### src/rtl/jk_pkg.sv
// Shared definitions for the JK bank scheduler: op encodings and FSM state.
package jk_pkg;

  // JK op encoding {J,K}
  localparam logic [1:0] JK_HOLD = 2'b00;
  localparam logic [1:0] JK_CLR  = 2'b01;
  localparam logic [1:0] JK_SET  = 2'b10;
  localparam logic [1:0] JK_TGL  = 2'b11;

  typedef enum logic {
    ST_ARB    = 1'b0,
    ST_LOCKED = 1'b1
  } jk_state_t;

endpackage

### src/rtl/jk_bank.sv
// Bank of N_BITS JK flip-flops with synchronous active-low reset.
module jk_bank #(
  parameter int unsigned N_BITS = 8
) (
  input  logic              clk,
  input  logic              reset_n,
  input  logic [N_BITS-1:0] j,
  input  logic [N_BITS-1:0] k,
  output logic [N_BITS-1:0] q,
  output logic [N_BITS-1:0] q_n
);

  // Per-bit JK rule: q+ = J&~q | ~K&q
  always_ff @(posedge clk) begin
    if (!reset_n) q <= '0;
    else          q <= (j & ~q) | (~k & q);
  end

  assign q_n = ~q;

endmodule

### src/rtl/jk_bank_sched.sv
// Round-robin scheduler granting one JK command per cycle to a shared flop bank,
// with grant locking for atomic multi-command sequences.
module jk_bank_sched
  import jk_pkg::*;
#(
  parameter int unsigned N_REQ  = 4,
  parameter int unsigned N_BITS = 8
) (
  input  logic                       clk,
  input  logic                       reset_n,
  input  logic [N_REQ-1:0]           req_valid,
  output logic [N_REQ-1:0]           req_ready,
  input  logic [2*N_REQ-1:0]         req_op,
  input  logic [N_BITS*N_REQ-1:0]    req_mask,
  input  logic [N_REQ-1:0]           req_lock,
  output logic                       rsp_valid,
  output logic [$clog2(N_REQ)-1:0]   rsp_id,
  output logic [N_BITS-1:0]          q,
  output logic [N_BITS-1:0]          q_n
);

  localparam int unsigned IDX_W = $clog2(N_REQ);

  jk_state_t         state, state_d;
  logic [IDX_W-1:0]  rr_ptr, rr_ptr_d;
  logic [IDX_W-1:0]  owner, owner_d;
  logic [IDX_W-1:0]  pick, acc_id;
  logic              found, acc;
  int unsigned       idx;

  logic              cmd_valid;
  logic [1:0]        cmd_op;
  logic [N_BITS-1:0] cmd_mask;
  logic [IDX_W-1:0]  cmd_id;
  logic [N_BITS-1:0] bank_j, bank_k;

  function automatic logic [IDX_W-1:0] ptr_inc(input logic [IDX_W-1:0] p);
    return (p == IDX_W'(N_REQ - 1)) ? '0 : p + IDX_W'(1);
  endfunction

  // Round-robin search: first valid requester at or after rr_ptr
  always_comb begin
    found = 1'b0;
    pick  = rr_ptr;
    idx   = 0;
    for (int unsigned o = 0; o < N_REQ; o++) begin
      idx = 32'(rr_ptr) + o;
      if (idx >= N_REQ) idx = idx - N_REQ;
      if (!found && req_valid[IDX_W'(idx)]) begin
        found = 1'b1;
        pick  = IDX_W'(idx);
      end
    end
  end

  // Next-state, pointer/owner update and ready generation
  always_comb begin
    state_d   = state;
    rr_ptr_d  = rr_ptr;
    owner_d   = owner;
    req_ready = '0;
    acc       = 1'b0;
    acc_id    = pick;
    case (state)
      ST_ARB: begin
        if (found) begin
          req_ready[pick] = 1'b1;
          acc             = 1'b1;
          acc_id          = pick;
          if (req_lock[pick]) begin
            owner_d = pick;
            state_d = ST_LOCKED;
          end else begin
            rr_ptr_d = ptr_inc(pick);
          end
        end
      end
      ST_LOCKED: begin
        if (req_valid[owner]) begin
          req_ready[owner] = 1'b1;
          acc              = 1'b1;
          acc_id           = owner;
          if (!req_lock[owner]) begin
            rr_ptr_d = ptr_inc(owner);
            state_d  = ST_ARB;
          end
        end else if (!req_lock[owner]) begin
          state_d = ST_ARB;
        end
      end
      default: state_d = ST_ARB;
    endcase
    if (!reset_n) begin
      req_ready = '0;
      acc       = 1'b0;
    end
  end

  // FSM state, round-robin pointer and lock owner
  always_ff @(posedge clk) begin
    if (!reset_n) begin
      state  <= ST_ARB;
      rr_ptr <= '0;
      owner  <= '0;
    end else begin
      state  <= state_d;
      rr_ptr <= rr_ptr_d;
      owner  <= owner_d;
    end
  end

  // Stage 1: command register captures the accepted command
  always_ff @(posedge clk) begin
    if (!reset_n) begin
      cmd_valid <= 1'b0;
      cmd_op    <= JK_HOLD;
      cmd_mask  <= '0;
      cmd_id    <= '0;
    end else begin
      cmd_valid <= acc;
      cmd_op    <= req_op[32'(acc_id)*2 +: 2];
      cmd_mask  <= req_mask[32'(acc_id)*N_BITS +: N_BITS];
      cmd_id    <= acc_id;
    end
  end

  // Response pulse lines up with the q update of stage 2
  always_ff @(posedge clk) begin
    if (!reset_n) begin
      rsp_valid <= 1'b0;
      rsp_id    <= '0;
    end else begin
      rsp_valid <= cmd_valid;
      rsp_id    <= cmd_valid ? cmd_id : '0;
    end
  end

  assign bank_j = cmd_valid ? (cmd_mask & {N_BITS{cmd_op[1]}}) : '0;
  assign bank_k = cmd_valid ? (cmd_mask & {N_BITS{cmd_op[0]}}) : '0;

  jk_bank #(.N_BITS(N_BITS)) u_bank (
    .clk     (clk),
    .reset_n (reset_n),
    .j       (bank_j),
    .k       (bank_k),
    .q       (q),
    .q_n     (q_n)
  );

endmodule
### config.mk
export PLATFORM = sky130hd
export DESIGN_NAME = jk_bank_sched
export DESIGN_NICKNAME = d
export VERILOG_FILES = /design/src/rtl/jk_pkg.sv /design/src/rtl/jk_bank.sv /design/src/rtl/jk_bank_sched.sv
export SDC_FILE = /design/constraint.sdc
export NUM_CORES = 1
export LEC_CHECK = 0
export ABC_AREA = 1
export CAP_MARGIN = 10
export CORE_ASPECT_RATIO = 1.1
export CORE_MARGIN = 8
export CORE_UTILIZATION = 45
export CTS_CLUSTER_DIAMETER = 100
export DETAILED_ROUTE_END_ITERATION = 7
export PLACE_DENSITY_LB_ADDON = 0.12
export SYNTH_ARGS = -nofsm -noshare
export SYNTH_HDL_FRONTEND = slang
export SYNTH_SLANG_ARGS = --single-unit
### constraint.sdc
create_clock -name clk -period 3.6 [get_ports clk]
set_input_delay 1.08 -clock clk [delete_from_list [all_inputs] [get_ports clk]]
set_output_delay 1.08 -clock clk [all_outputs]
set_load 0.01 [all_outputs]
==> flow_summary.json <==
{
  "outcome": "finished, violations left",
  "violations": "setup timing",
  "finalSetupTns_ps": -46.4,
  "synth-compound-area-share_pct": 8.11,
  "maxCapViolations": 0,
  "drt-initial-drc-count": 115,
  "syn_area_um2": 2110,
  "critPathKind": "in -> out",
  "fin_util_pct": 73.9,
  "antenna_found_initial": 0,
  "synth_adder_area_share_pct": 4.74,
  "synth_top_family_by_area": "simple AND/OR/NAND/NOR gates",
  "required_ps": 2520,
  "coreArea_um2": 4590,
  "io_buffers": 72,
  "hold_viol": 0,
  "p_per_area_nw_per_um2": 882,
  "synth_area_leaders": "dfxtp_1 (27%), nand2_1 (24%), nand3_1 (9.0%)",
  "gp_congestion": 0.834,
  "clock_sinks": 29,
  "drv_slew": 0,
  "drc": 0,
  "worst_slack_ps": -37.1,
  "nNetsFinal": 496,
  "vias_per_cell": 4.98,
  "rsz0062_at_grt": "yes",
  "grt_remaining_overflow": 0,
  "ys_warn_count": 0,
  "start_util_pct": 46.1,
  "track_usage_pct": 17.8,
  "ir_drop_v": 0.000570,
  "internal_power_mw": 1.50,
  "dpl_cell_area_um2": 2970,
  "fin_crit_ps": 3640,
  "syn_nets": 400,
  "muxShareOfSynthArea_pct": 0.474,
  "setup_viol": 2,
  "final_area_um2": 3390,
  "htree_levels": 2,
  "pwr-share-clk_pct": 11.5,
  "final.period_utilization_pct": 101,
  "grt_max_degree": 22,
  "vias": 2467,
  "die-width_um": 81.3,
  "area_delta_synth_final_pct": 60.5,
  "cp_max_fo": 4,
  "cts_tree": "built",
  "synth-simple-area-share_pct": 48.5,
  "arrival_ps": 2560,
  "dp.cells": 479,
  "setup.worst_path.start": "req_valid[0]",
  "cts_root_buf": "clkbuf_8",
  "wl_mm": 6.38,
  "dpl.hpwl_mm": 4.68,
  "ys_types": 26,
  "fill_cells": 369,
  "r2r_start": "rr_ptr[1]$_SDFFE_PN0P_",
  "p_comb_share_pct": 72.0,
  "placement_rows": 26,
  "switching_share_pct": 50.0,
  "clock_latency_ps": 280,
  "final_common_cell": "nand2_1",
  "hold_class": "reg -> reg",
  "p_seq_share_pct": 16.6,
  "avgSynthCellArea_um2": 6.18,
  "yosys.area.top_type": "dfxtp_1",
  "power_switching_mw": 1.50,
  "cp-start-kind": "primary input",
  "final_cell_mix": "nand2_1 (110), clkdlybuf4s50_1 (64), nand2_2 (38)",
  "hold_buffers": 0,
  "grt_pass1_vias": 2286,
  "fmax_mhz": 275,
  "die_y_um": 87.9,
  "leakagePower_nw": 1.53,
  "finalClockSkew_ps": 3.20,
  "final_cells": 495,
  "synth-xor-area-share_pct": 0,
  "r2r_slack_ps": 1030,
  "cts.path.max_buffers": 2,
  "routedWlPerCell_um": 12.9,
  "dieArea_um2": 7150,
  "clk_pin_slew_ps": 60,
  "io_pins": 73,
  "ys_seq_elements": 29,
  "grt_pass1_wl_mm": 10.3,
  "synth_top_area_share_pct": 27.5,
  "synthCells": 342,
  "slew-limit-headroom_pct": 75.5,
  "tightest_slew_ps": 366,
  "antenna_left": 0,
  "diodes": 0,
  "holdCritStartpoint": "cmd_id[0]$_SDFF_PN0_",
  "first_pass_iters": 4,
  "drive_gt1_share_pct": 27.8,
  "ys_seq_area_share_pct": 27.5,
  "numCtsBuffers": 5,
  "critPathCaptureType": "output port"
}
[flip-flops by register name, summed over array words and instances (netlist names)]
name,flops
cmd_id,2
cmd_mask,8
cmd_op,2
cmd_valid,1
owner,2
rr_ptr,2
rsp_id,2
rsp_valid,1
state,1
u_bank.q,8
[repair_timing]
| action | 4_1_cts | 5_1_grt |
|---|---|---|
| hold endpoints to repair | 0 | 0 |
| resized for setup | 71 | 40 |
| buffers inserted | 5 | 3 |
| setup endpoints to repair | 4 | 4 |
| gates cloned | 0 | 0 |
| pin swaps | 16 | 28 |
[path summary, 6_finish.rpt]
| kind | to | depth (start not counted) |
|---|---|---|
| hold / removal | rsp_id[0]$_SDFF_PN0_ | 2 |
| setup / recovery | req_ready[3] | 18 |
| hold reg to reg | rsp_id[0]$_SDFF_PN0_ | 2 |
| setup reg to reg | cmd_mask[5]$_SDFF_PN0_ | 19 |
[synth_stat cells]
library cell / instances
a21oi_1: 19
a32o_1: 1
buf_2: 4
buf_4: 2
buf_6: 6
clkbuf_1: 2
clkinv_1: 1
dfxtp_1: 29
ha_1: 8
inv_1: 24
inv_2: 1
inv_4: 3
mux2i_1: 1
nand2_1: 136
nand2_2: 17
nand2_4: 4
nand3_1: 38
nand3_2: 1
nand4_1: 1
nand4_4: 1
nor2_1: 29
nor2_8: 1
o211ai_1: 1
o21ai_0: 10
o21ai_2: 1
or2_2: 1
[cell type report]
type                            instances  area (µm²)  area share, %
Sequential cell                        29         581           17.1
Clock buffer                            7        86.3           2.55
Inverter                               29         131           3.87
Multi-Input combinational cell        270        1540           45.3
Tap cell                               56        70.1           2.07
Timing Repair Buffer                  103         957           28.2
Clock inverter                          1        30.0          0.885
[cells by family (layout without fill, tap and decap cells)]
family,count (synthesis),in the layout
simple gates,229,229
buf+inv,43,140
compound gates,32,32
fa+ha+maj,8,8
flops,29,29
mux,1,1
[stage by stage]
stage / hold slack (ps) / worst slack, ps / total power, mW
2_1_floorplan: 394 / 231 / 1.83
3_3_place_gp: 401 / -863 / 2.26
3_5_place_dp: 400 / -908 / 2.28
4_1_cts: 410 / -10.7 / 2.77
5_1_grt: 427 / -137 / 3.28
6_report: 408 / -37.1 / 2.99
[layer usage]
layer	track usage, %	wire length, µm
met1	22.9	2780
met2	28.7	3160
met3	3.80	379
met4	5.37	54
met5	0	0
[power by group through the flow]
stage | clock network [mW] | logic (mW) | registers, mW
after floorplan | 0 | 1.36 | 0.475
after global placement | 0 | 1.76 | 0.499
after detailed placement | 0 | 1.77 | 0.503
after CTS | 0.350 | 1.93 | 0.495
after global routing | 0.364 | 2.41 | 0.508
final | 0.344 | 2.15 | 0.496
[worst max-delay path: stages]
cell	delay, ps
buf_8	90
inv_4	30
buf_4	120
nand2_1	60
nand2_1	50
nand2_1	80
nand2_2	60
nand3_2	70
nand2_1	50
inv_1	70
nand2_2	80
nand2_2	70
nand2_2	60
nand2_4	100
ha_4	140
nand2_2	50
a21oi_2	130
buf_2	140
No activity file was read; power rests on OpenSTA's default activity.
